`src/rtl/bgd_pixel_sequencer.sv`:
```
// Background pixel path: coordinate -> ROM address -> palette index -> faded RGB, 3-cycle latency.
// Optional build macro BGD_TESTPAT_EN adds test_en, which replaces ROM data with an XOR checkerboard.
module bgd_pixel_sequencer #(
   parameter int IMG_W            = 320,
   parameter int IMG_H            = 240,
   parameter int SCALE_SHIFT      = 1,
   parameter int ADDR_W           = 17,
   parameter int FADE_STEP_FRAMES = 4
) (
   input  logic              Clk,
   input  logic              Reset_n,
   input  logic [9:0]        DrawX,
   input  logic [9:0]        DrawY,
   input  logic              vde,
   input  logic              frame_start,
   output logic [ADDR_W-1:0] rom_addr,
   input  logic [3:0]        rom_q,
   output logic [3:0]        pal_index,
   input  logic [3:0]        pal_red,
   input  logic [3:0]        pal_green,
   input  logic [3:0]        pal_blue,
   input  logic [1:0]        fade_cmd,
   output logic              fade_busy,
   output logic [3:0]        fade_level,
   output logic [3:0]        red,
   output logic [3:0]        green,
   output logic [3:0]        blue
`ifdef BGD_TESTPAT_EN
   ,
   input  logic              test_en
`endif
);

   localparam int CNT_W = (FADE_STEP_FRAMES > 1) ? $clog2(FADE_STEP_FRAMES) : 1;
   localparam logic [CNT_W-1:0] CNT_LAST = CNT_W'(FADE_STEP_FRAMES - 1);

   typedef enum logic [1:0] {S_DARK, S_FADE_IN, S_BRIGHT, S_FADE_OUT} state_t;

   logic [9:0]        w_sx;
   logic [9:0]        w_sy;
   logic              w_in_img;
   logic [ADDR_W-1:0] w_addr;
   logic [3:0]        w_pal_next;

   logic [ADDR_W-1:0] r_rom_addr;
   logic [3:0]        r_pal_index;
   logic              r_vld_p1;
   logic              r_vld_p2;
   logic [3:0]        r_red;
   logic [3:0]        r_green;
   logic [3:0]        r_blue;
   logic [3:0]        r_tp_p1;

   state_t            r_state;
   logic [3:0]        r_fade_level;
   logic              r_fade_busy;
   logic [CNT_W-1:0]  r_cnt;

   // 8-bit product keeps level 15 as identity and level 0 as black
   function automatic logic [3:0] f_scale(input logic [3:0] c, input logic [3:0] lvl);
      logic [7:0] p;
      p = {4'b0, c} * ({4'b0, lvl} + 8'd1);
      return p[7:4];
   endfunction

   assign w_sx     = DrawX >> SCALE_SHIFT;
   assign w_sy     = DrawY >> SCALE_SHIFT;
   assign w_in_img = (32'(w_sx) < IMG_W) && (32'(w_sy) < IMG_H);
   assign w_addr   = ADDR_W'(32'(w_sy) * IMG_W + 32'(w_sx));

`ifdef BGD_TESTPAT_EN
   assign w_pal_next = test_en ? r_tp_p1 : rom_q;
`else
   assign w_pal_next = rom_q;
`endif

   always_ff @(posedge Clk or negedge Reset_n) begin
      if (!Reset_n) begin
         r_rom_addr  <= '0;
         r_pal_index <= '0;
         r_vld_p1    <= 1'b0;
         r_vld_p2    <= 1'b0;
         r_red       <= '0;
         r_green     <= '0;
         r_blue      <= '0;
         r_tp_p1     <= '0;
      end else begin
         if (w_in_img) r_rom_addr <= w_addr;
         r_vld_p1    <= vde && w_in_img;
         r_tp_p1     <= w_sx[3:0] ^ w_sy[3:0];
         // stage 2: ROM data for the stage-1 address is on rom_q now
         r_pal_index <= w_pal_next;
         r_vld_p2    <= r_vld_p1;
         // stage 3: palette output belongs to r_pal_index
         r_red       <= r_vld_p2 ? f_scale(pal_red,   r_fade_level) : 4'd0;
         r_green     <= r_vld_p2 ? f_scale(pal_green, r_fade_level) : 4'd0;
         r_blue      <= r_vld_p2 ? f_scale(pal_blue,  r_fade_level) : 4'd0;
      end
   end

   always_ff @(posedge Clk or negedge Reset_n) begin
      if (!Reset_n) begin
         r_state      <= S_BRIGHT;
         r_fade_level <= 4'd15;
         r_fade_busy  <= 1'b0;
         r_cnt        <= '0;
      end else begin
         case (r_state)
            S_DARK: begin
               r_fade_level <= 4'd0;
               if (fade_cmd == 2'b01) begin
                  r_state     <= S_FADE_IN;
                  r_cnt       <= '0;
                  r_fade_busy <= 1'b1;
               end
            end
            S_FADE_IN: begin
               if (frame_start) begin
                  if (r_cnt == CNT_LAST) begin
                     r_cnt        <= '0;
                     r_fade_level <= r_fade_level + 4'd1;
                     if (r_fade_level == 4'd14) begin
                        r_state     <= S_BRIGHT;
                        r_fade_busy <= 1'b0;
                     end
                  end else begin
                     r_cnt <= r_cnt + 1'b1;
                  end
               end
            end
            S_BRIGHT: begin
               r_fade_level <= 4'd15;
               if (fade_cmd == 2'b10) begin
                  r_state     <= S_FADE_OUT;
                  r_cnt       <= '0;
                  r_fade_busy <= 1'b1;
               end
            end
            S_FADE_OUT: begin
               if (frame_start) begin
                  if (r_cnt == CNT_LAST) begin
                     r_cnt        <= '0;
                     r_fade_level <= r_fade_level - 4'd1;
                     if (r_fade_level == 4'd1) begin
                        r_state     <= S_DARK;
                        r_fade_busy <= 1'b0;
                     end
                  end else begin
                     r_cnt <= r_cnt + 1'b1;
                  end
               end
            end
            default: r_state <= S_BRIGHT;
         endcase
      end
   end

   assign rom_addr   = r_rom_addr;
   assign pal_index  = r_pal_index;
   assign red        = r_red;
   assign green      = r_green;
   assign blue       = r_blue;
   assign fade_busy  = r_fade_busy;
   assign fade_level = r_fade_level;

endmodule

```
`config.mk`:
```
export PLATFORM = sky130hd
export DESIGN_NAME = bgd_pixel_sequencer
export DESIGN_NICKNAME = d
export VERILOG_FILES = /design/src/rtl/bgd_pixel_sequencer.sv
export SDC_FILE = /design/constraint.sdc
export NUM_CORES = 1
export LEC_CHECK = 0
export ABC_AREA = 1
export CELL_PAD_IN_SITES_DETAIL_PLACEMENT = 0
export CELL_PAD_IN_SITES_GLOBAL_PLACEMENT = 2
export CORE_MARGIN = 2
export CORE_UTILIZATION = 32
export DETAILED_ROUTE_END_ITERATION = 8
export GPL_ROUTABILITY_DRIVEN = 0
export PLACE_DENSITY = 0.86
export SYNTH_ARGS = -nofsm -noshare
export SYNTH_HDL_FRONTEND = slang
export SYNTH_SLANG_ARGS = --single-unit
```
`constraint.sdc`:
```
create_clock -name Clk -period 6.68 [get_ports Clk]
set_input_delay 2.004 -clock Clk [delete_from_list [all_inputs] [get_ports Clk]]
set_output_delay 2.004 -clock Clk [all_outputs]
set_load 0.03 [all_outputs]
```
; ---- Yosys cells after proc, flatten, opt, wreduce, memory -nomap -nowiden
; Index checks and enable logic that the tools add are counted.
[totals]
ff_bits = 44
inputBits = 42
output_inout_bits = 38
wordCells = 77
[classes]
n_addsub = 5
n_mul = 4
order_cmp = 2
eq_ne = 17
mux = 31
reduce_logical = 7
[op_table]
columns = cell, count
row1 = $mux 4, 7
row2 = $mux 2, 12
row3 = $add 17x9->17, 1
row4 = $mul 4x8->8, 2
row5 = $ne 2x2->1 const B, 8
row6 = $pmux 4 s4, 1
row7 = $mul 9x3->11 const B, 1
row8 = $lt 9x8->1 const B, 1
row9 = $lt 9x9->1 const B, 1
row10 = $eq 2x2->1 const B, 4
row11 = $mul 4x5->8, 1
row12 = $mux 1, 8
row13 = $pmux 2 s4, 1
row14 = $reduce_and 8->1, 1
row15 = $pmux 2 s3, 1
row16 = $add 4x1->5 const B, 1
row17 = $add 4x1->4 const B, 1
row18 = $eq 2x1->1 const B, 2
row19 = $eq 4x1->1 const B, 1
row20 = $eq 4x4->1 const B, 1
row21 = $pmux 1 s4, 1
row22 = $reduce_and 4->1, 1
row23 = $sub 4x1->4 const B, 1
row24 = $reduce_and 3->1, 1
row25 = 5 further kinds, 6

; ---- Logic depth before layout (Yosys ltp)
[logic_depth]
ltp_word = 5
ltp_mapped = 18
mapped_depth_nobuf = 16

; ---- Worst setup path before layout
; No wires, ideal clock.
[synth_timing]
path_kind = input to register
start = input pal_green[2]
end = register r_green[3] (netlist: green[3])
setup_ns = 0.120
arrival_time_ns = 3.982
t_required_ns = 6.560
path_slack_ns = 2.578
path_stages = 11
path_buffers = 0
path_cell_list = inv_1 nor2_1 fa_1 inv_1 fa_1 inv_1 ha_1 a21oi_1 o211ai_1 xnor2_1 nor2_1
[synth_between]
elab_chain_len = 2
[synth_lines]
columns = item, line_no
row1 = start: declaration, 20  ; input logic [3:0] pal_green,
row2 = $mul 4x8->8, 62  ; p = {4'b0, c} * ({4'b0, lvl} + 8'd1);
row3 = $mux 4, 96  ; r_green <= r_vld_p2 ? f_scale(pal_green, r_fade_level) : 4'd0;
row4 = end signal: assignment, 96
row5 = end: declaration, 50  ; logic [3:0] r_green;
; Every way passes these cells.
; A chain may end at the register's enable or synchronous reset.

; ---- Worst setup path in the final report
[layout_timing]
start = input pal_green[3]
end = register r_green[3] (netlist: green[3])
; Same word-level chain as after synthesis.

==> out/metrics.yaml <==
final_layout:
  syn2layout_area_growth_pct: 27.6
  diodes: 0
  seqCellArea_sq_um: 1110
  drive_above_1_share_pct: 4.37
  post-route-util_pct: 41.8
  fill_cells: 1241
  design_area_sq_um: 5010
  multi_input_area_sq_um: 2460
  final-instance-count-excl-fill: 742
  num-nets-final: 707
global_route:
  grt_remaining_overflow: 0
  grt_pass1_vias: 3548
  grt_pass1_wl_um: 16100
  grt_max_degree: 45
  antenna_found_initial: 0
  grt_use_total_pct: 14.9
routing:
  routed_wl_um: 9260
  routed-wl-met2_um: 4560
  drt_iter0_drc: 165
  via_per_inst: 4.60
  drt-met1-wl_um: 4310
  vias: 3415
  first_pass_iters: 4
  ant_nets: 0
  wl_met3_um: 317
  dr.max_layer_used: "met4"
  wl_per_cell_um: 12.5
  drc_errors: 0
synthesis:
  ys_seq_elements: 44
  ys_seq_area_share_pct: 28.2
  yosys.area_share.adder_pct: 25.9
  synth_top_family_by_area: "adder cells"
  synth_compound_area_share_pct: 8.41
  synth_top_area_share_pct: 24.8
  yosysTopAreaCell: "dfrtp_1"
  synthFlopType: "dfrtp_1"
  synth_enable_flop_cells: 0
  synth_xor_area_share_pct: 2.90
  ys_warn_count: 0
  async_flop_share_pct: 100
  avgSynthCellArea_sq_um: 7.58
  yosysUniqueCellTypes: 38
  synthSimpleGateAreaFrac_pct: 25.4
  syn_nets: 631
  synth.area.top_cells: "dfrtp_1, ha_1, nand2_1"
  synth_area_sq_um: 3930
  synthMuxAreaShare_pct: 0
  synth_cells: 518
sta:
  worstMarginPinSlew_ps: 1040
  setup_viol: 0
  rsz0062_at_grt: "no"
  hold_violations: 0
  fmax_mhz: 222
  fin_skew_ps: 9.80
  tns_ps: 0
  finalCritPeriodShare_pct: 67.5
  timing.final.crit_period_ps: 4510
  slew_violations: 0
  maxSlewHeadroom_pct: 30.7
worst_hold_path:
  hold_path.startpoint: "r_vld_p1$_DFF_PN0_"
  hold_class: "flip-flop to flip-flop"
  hold_depth: 0
  hold_path_end: "r_vld_p2$_DFF_PN0_"
place:
  placed_area_sq_um: 4830
  port_buffers: 77
  dp_hpwl_um: 7330
  place_inst: 734
power_and_ir_drop:
  intPower_uw: 881
  p_comb_share_pct: 57.1
  vdd_ir_drop_max_mv: 0.116
  switching_share_pct: 45.1
  p_switching_uw: 723
  p_per_area_nw_per_um2: 320
  p_leak_nw: 2.62
  power_frac_clock_pct: 19.3
  pwr-share-seq_pct: 23.6
outcome:
  status: "completed"
die:
  die_h_um: 115
  die_width_um: 115
  num_io_pins: 80
  rows: 40
  initial_core_util_pct: 32.7
  fp.dieArea_sq_um: 13200
  core_sq_um: 12000
worst_setup_path:
  startpoint_type: "input port"
  endpoint_kind: "flip-flop"
  r2r-start: "fade_level[0]$_DFFE_PN1P_"
  cp.required_ps: 6860
  crit_arrival_ps: 4690
  reg2reg_to: "green[3]$_DFF_PN0_"
  worstRegToRegCells: 13
  crit_fanout: 5
  regToRegSetupSlack_ps: 3010
  critPathKind: "input port to flip-flop"
cts:
  cts_buffers: 5
  ctsHoldBuffers: 0
  cts-resized-gates: 0
  clk_path_buf_depth: 2
  clock_sinks: 44
  path_clk_slew_ps: 70
  cts_tree: "done"
  cts_htree_levels: 2
  postCtsSetupBuffers: 0
  ctsRootBufferMaster: "clkbuf_16"
  clk_latency_ps: 290
flow_run:
  drv.max_cap_violation_count: 0
-- cell families (layout without fill, tap and decap cells) --
family | after synthesis | count (layout)
adders and majority gates | 71 | 71
buffers and inverters | 92 | 169
and+or+nand+nor | 241 | 241
xor gates and xnor gates | 13 | 13
DFF | 44 | 44
AOI/OAI and AO/OA | 57 | 57
-- synth_stat cells, drive strengths merged (2+ instances only) --
| library cell | n |
|---|---|
| nor3 | 6 |
| o21ai | 29 |
| ha | 54 |
| fa | 17 |
| a21oi | 14 |
| buf | 6 |
| dfrtp | 39 |
| or2 | 3 |
| a21boi | 3 |
| nand3 | 26 |
| nand4 | 8 |
| nand2 | 140 |
| dfstp | 5 |
| nor2 | 57 |
| inv | 84 |
| o211ai | 3 |
| o21bai | 2 |
| clkbuf | 2 |
| xnor2 | 12 |
-- placed cells by master, fill, tap and decap left out, drive strengths merged --
cell,n
bufinv,1
xor2,1
o2bb2ai,1
a41oi,1
a21boi,3
dfstp,5
o21bai,2
dfrtp,39
a22o,1
ha,54
fa,17
a21o,1
a21oi,14
o31ai,1
nand2,140
clkbuf,7
o21ai,29
nand4,8
o211ai,3
nor2,57
xnor2,12
inv,84
nor3,6
nand3,26
nor3b,1
or2,3
buf,1
o22ai,1
clkdlybuf4s50,76
-- metrics by stage --
step           setup slack, ps  hold slack [ps]  total power, mW
6_report                  2170              348             1.60
5_1_grt                   2010              353             1.77
4_1_cts                   2160              352             1.63
3_5_place_dp              1850              336             1.31
3_3_place_gp              1860              331             1.30
2_1_floorplan             2580              331             1.04
-- per-layer routing --
layer,up-vias,track usage [%]
met1,1573,18.4
met2,47,27.2
met4,0,2.73
met5,-,0
met3,8,3.11
li1,1787,-
-- power groups by stage --
stage,Clock (mW),Combinational (mW),Sequential [mW]
6_report,0.309,0.916,0.379
3_5_place_dp,0,0.926,0.385
3_3_place_gp,0,0.914,0.382
4_1_cts,0.318,0.932,0.381
5_1_grt,0.331,1.05,0.390
2_1_floorplan,0,0.585,0.457
-- how the worst max path moves through the flow --
stage | start | endpoint | slack (ps)
3_5_place_dp | pal_green[3] | green[3]$_DFF_PN0_ | 1850
6_report | pal_green[3] | green[3]$_DFF_PN0_ | 2170
5_1_grt | pal_green[2] | green[3]$_DFF_PN0_ | 2010
3_3_place_gp | pal_green[3] | green[3]$_DFF_PN0_ | 1860
4_1_cts | pal_green[3] | green[3]$_DFF_PN0_ | 2160
2_1_floorplan | pal_green[2] | green[3]$_DFF_PN0_ | 2580
-- flip-flops by register name, indices dropped and copies added (netlist names) --
name / flops
blue: 4
fade_busy: 1
fade_level: 4
green: 4
pal_index: 4
r_cnt: 2
r_state: 2
r_vld_p1: 1
r_vld_p2: 1
red: 4
rom_addr: 17
-- final cells by class --
cell class                      instances  share of cell area (%)
Clock inverter                          1                   0.599
Multi-Input combinational cell        382                    49.1
Tap cell                              147                    3.67
Inverter                               84                    6.29
Sequential cell                        44                    22.1
Clock buffer                            7                    3.04
Timing Repair Buffer                   77                    15.3
-- critical path: stages --
cell             delay [ps]
clkdlybuf4s50_1         490
nand2_1                 100
inv_1                    60
fa_1                    530
inv_1                    50
fa_1                    530
inv_1                    40
ha_1                    330
a21oi_1                 150
o211ai_1                130
xnor2_1                 200
nor2_1                   60
(Power assumes the default switching activity.)
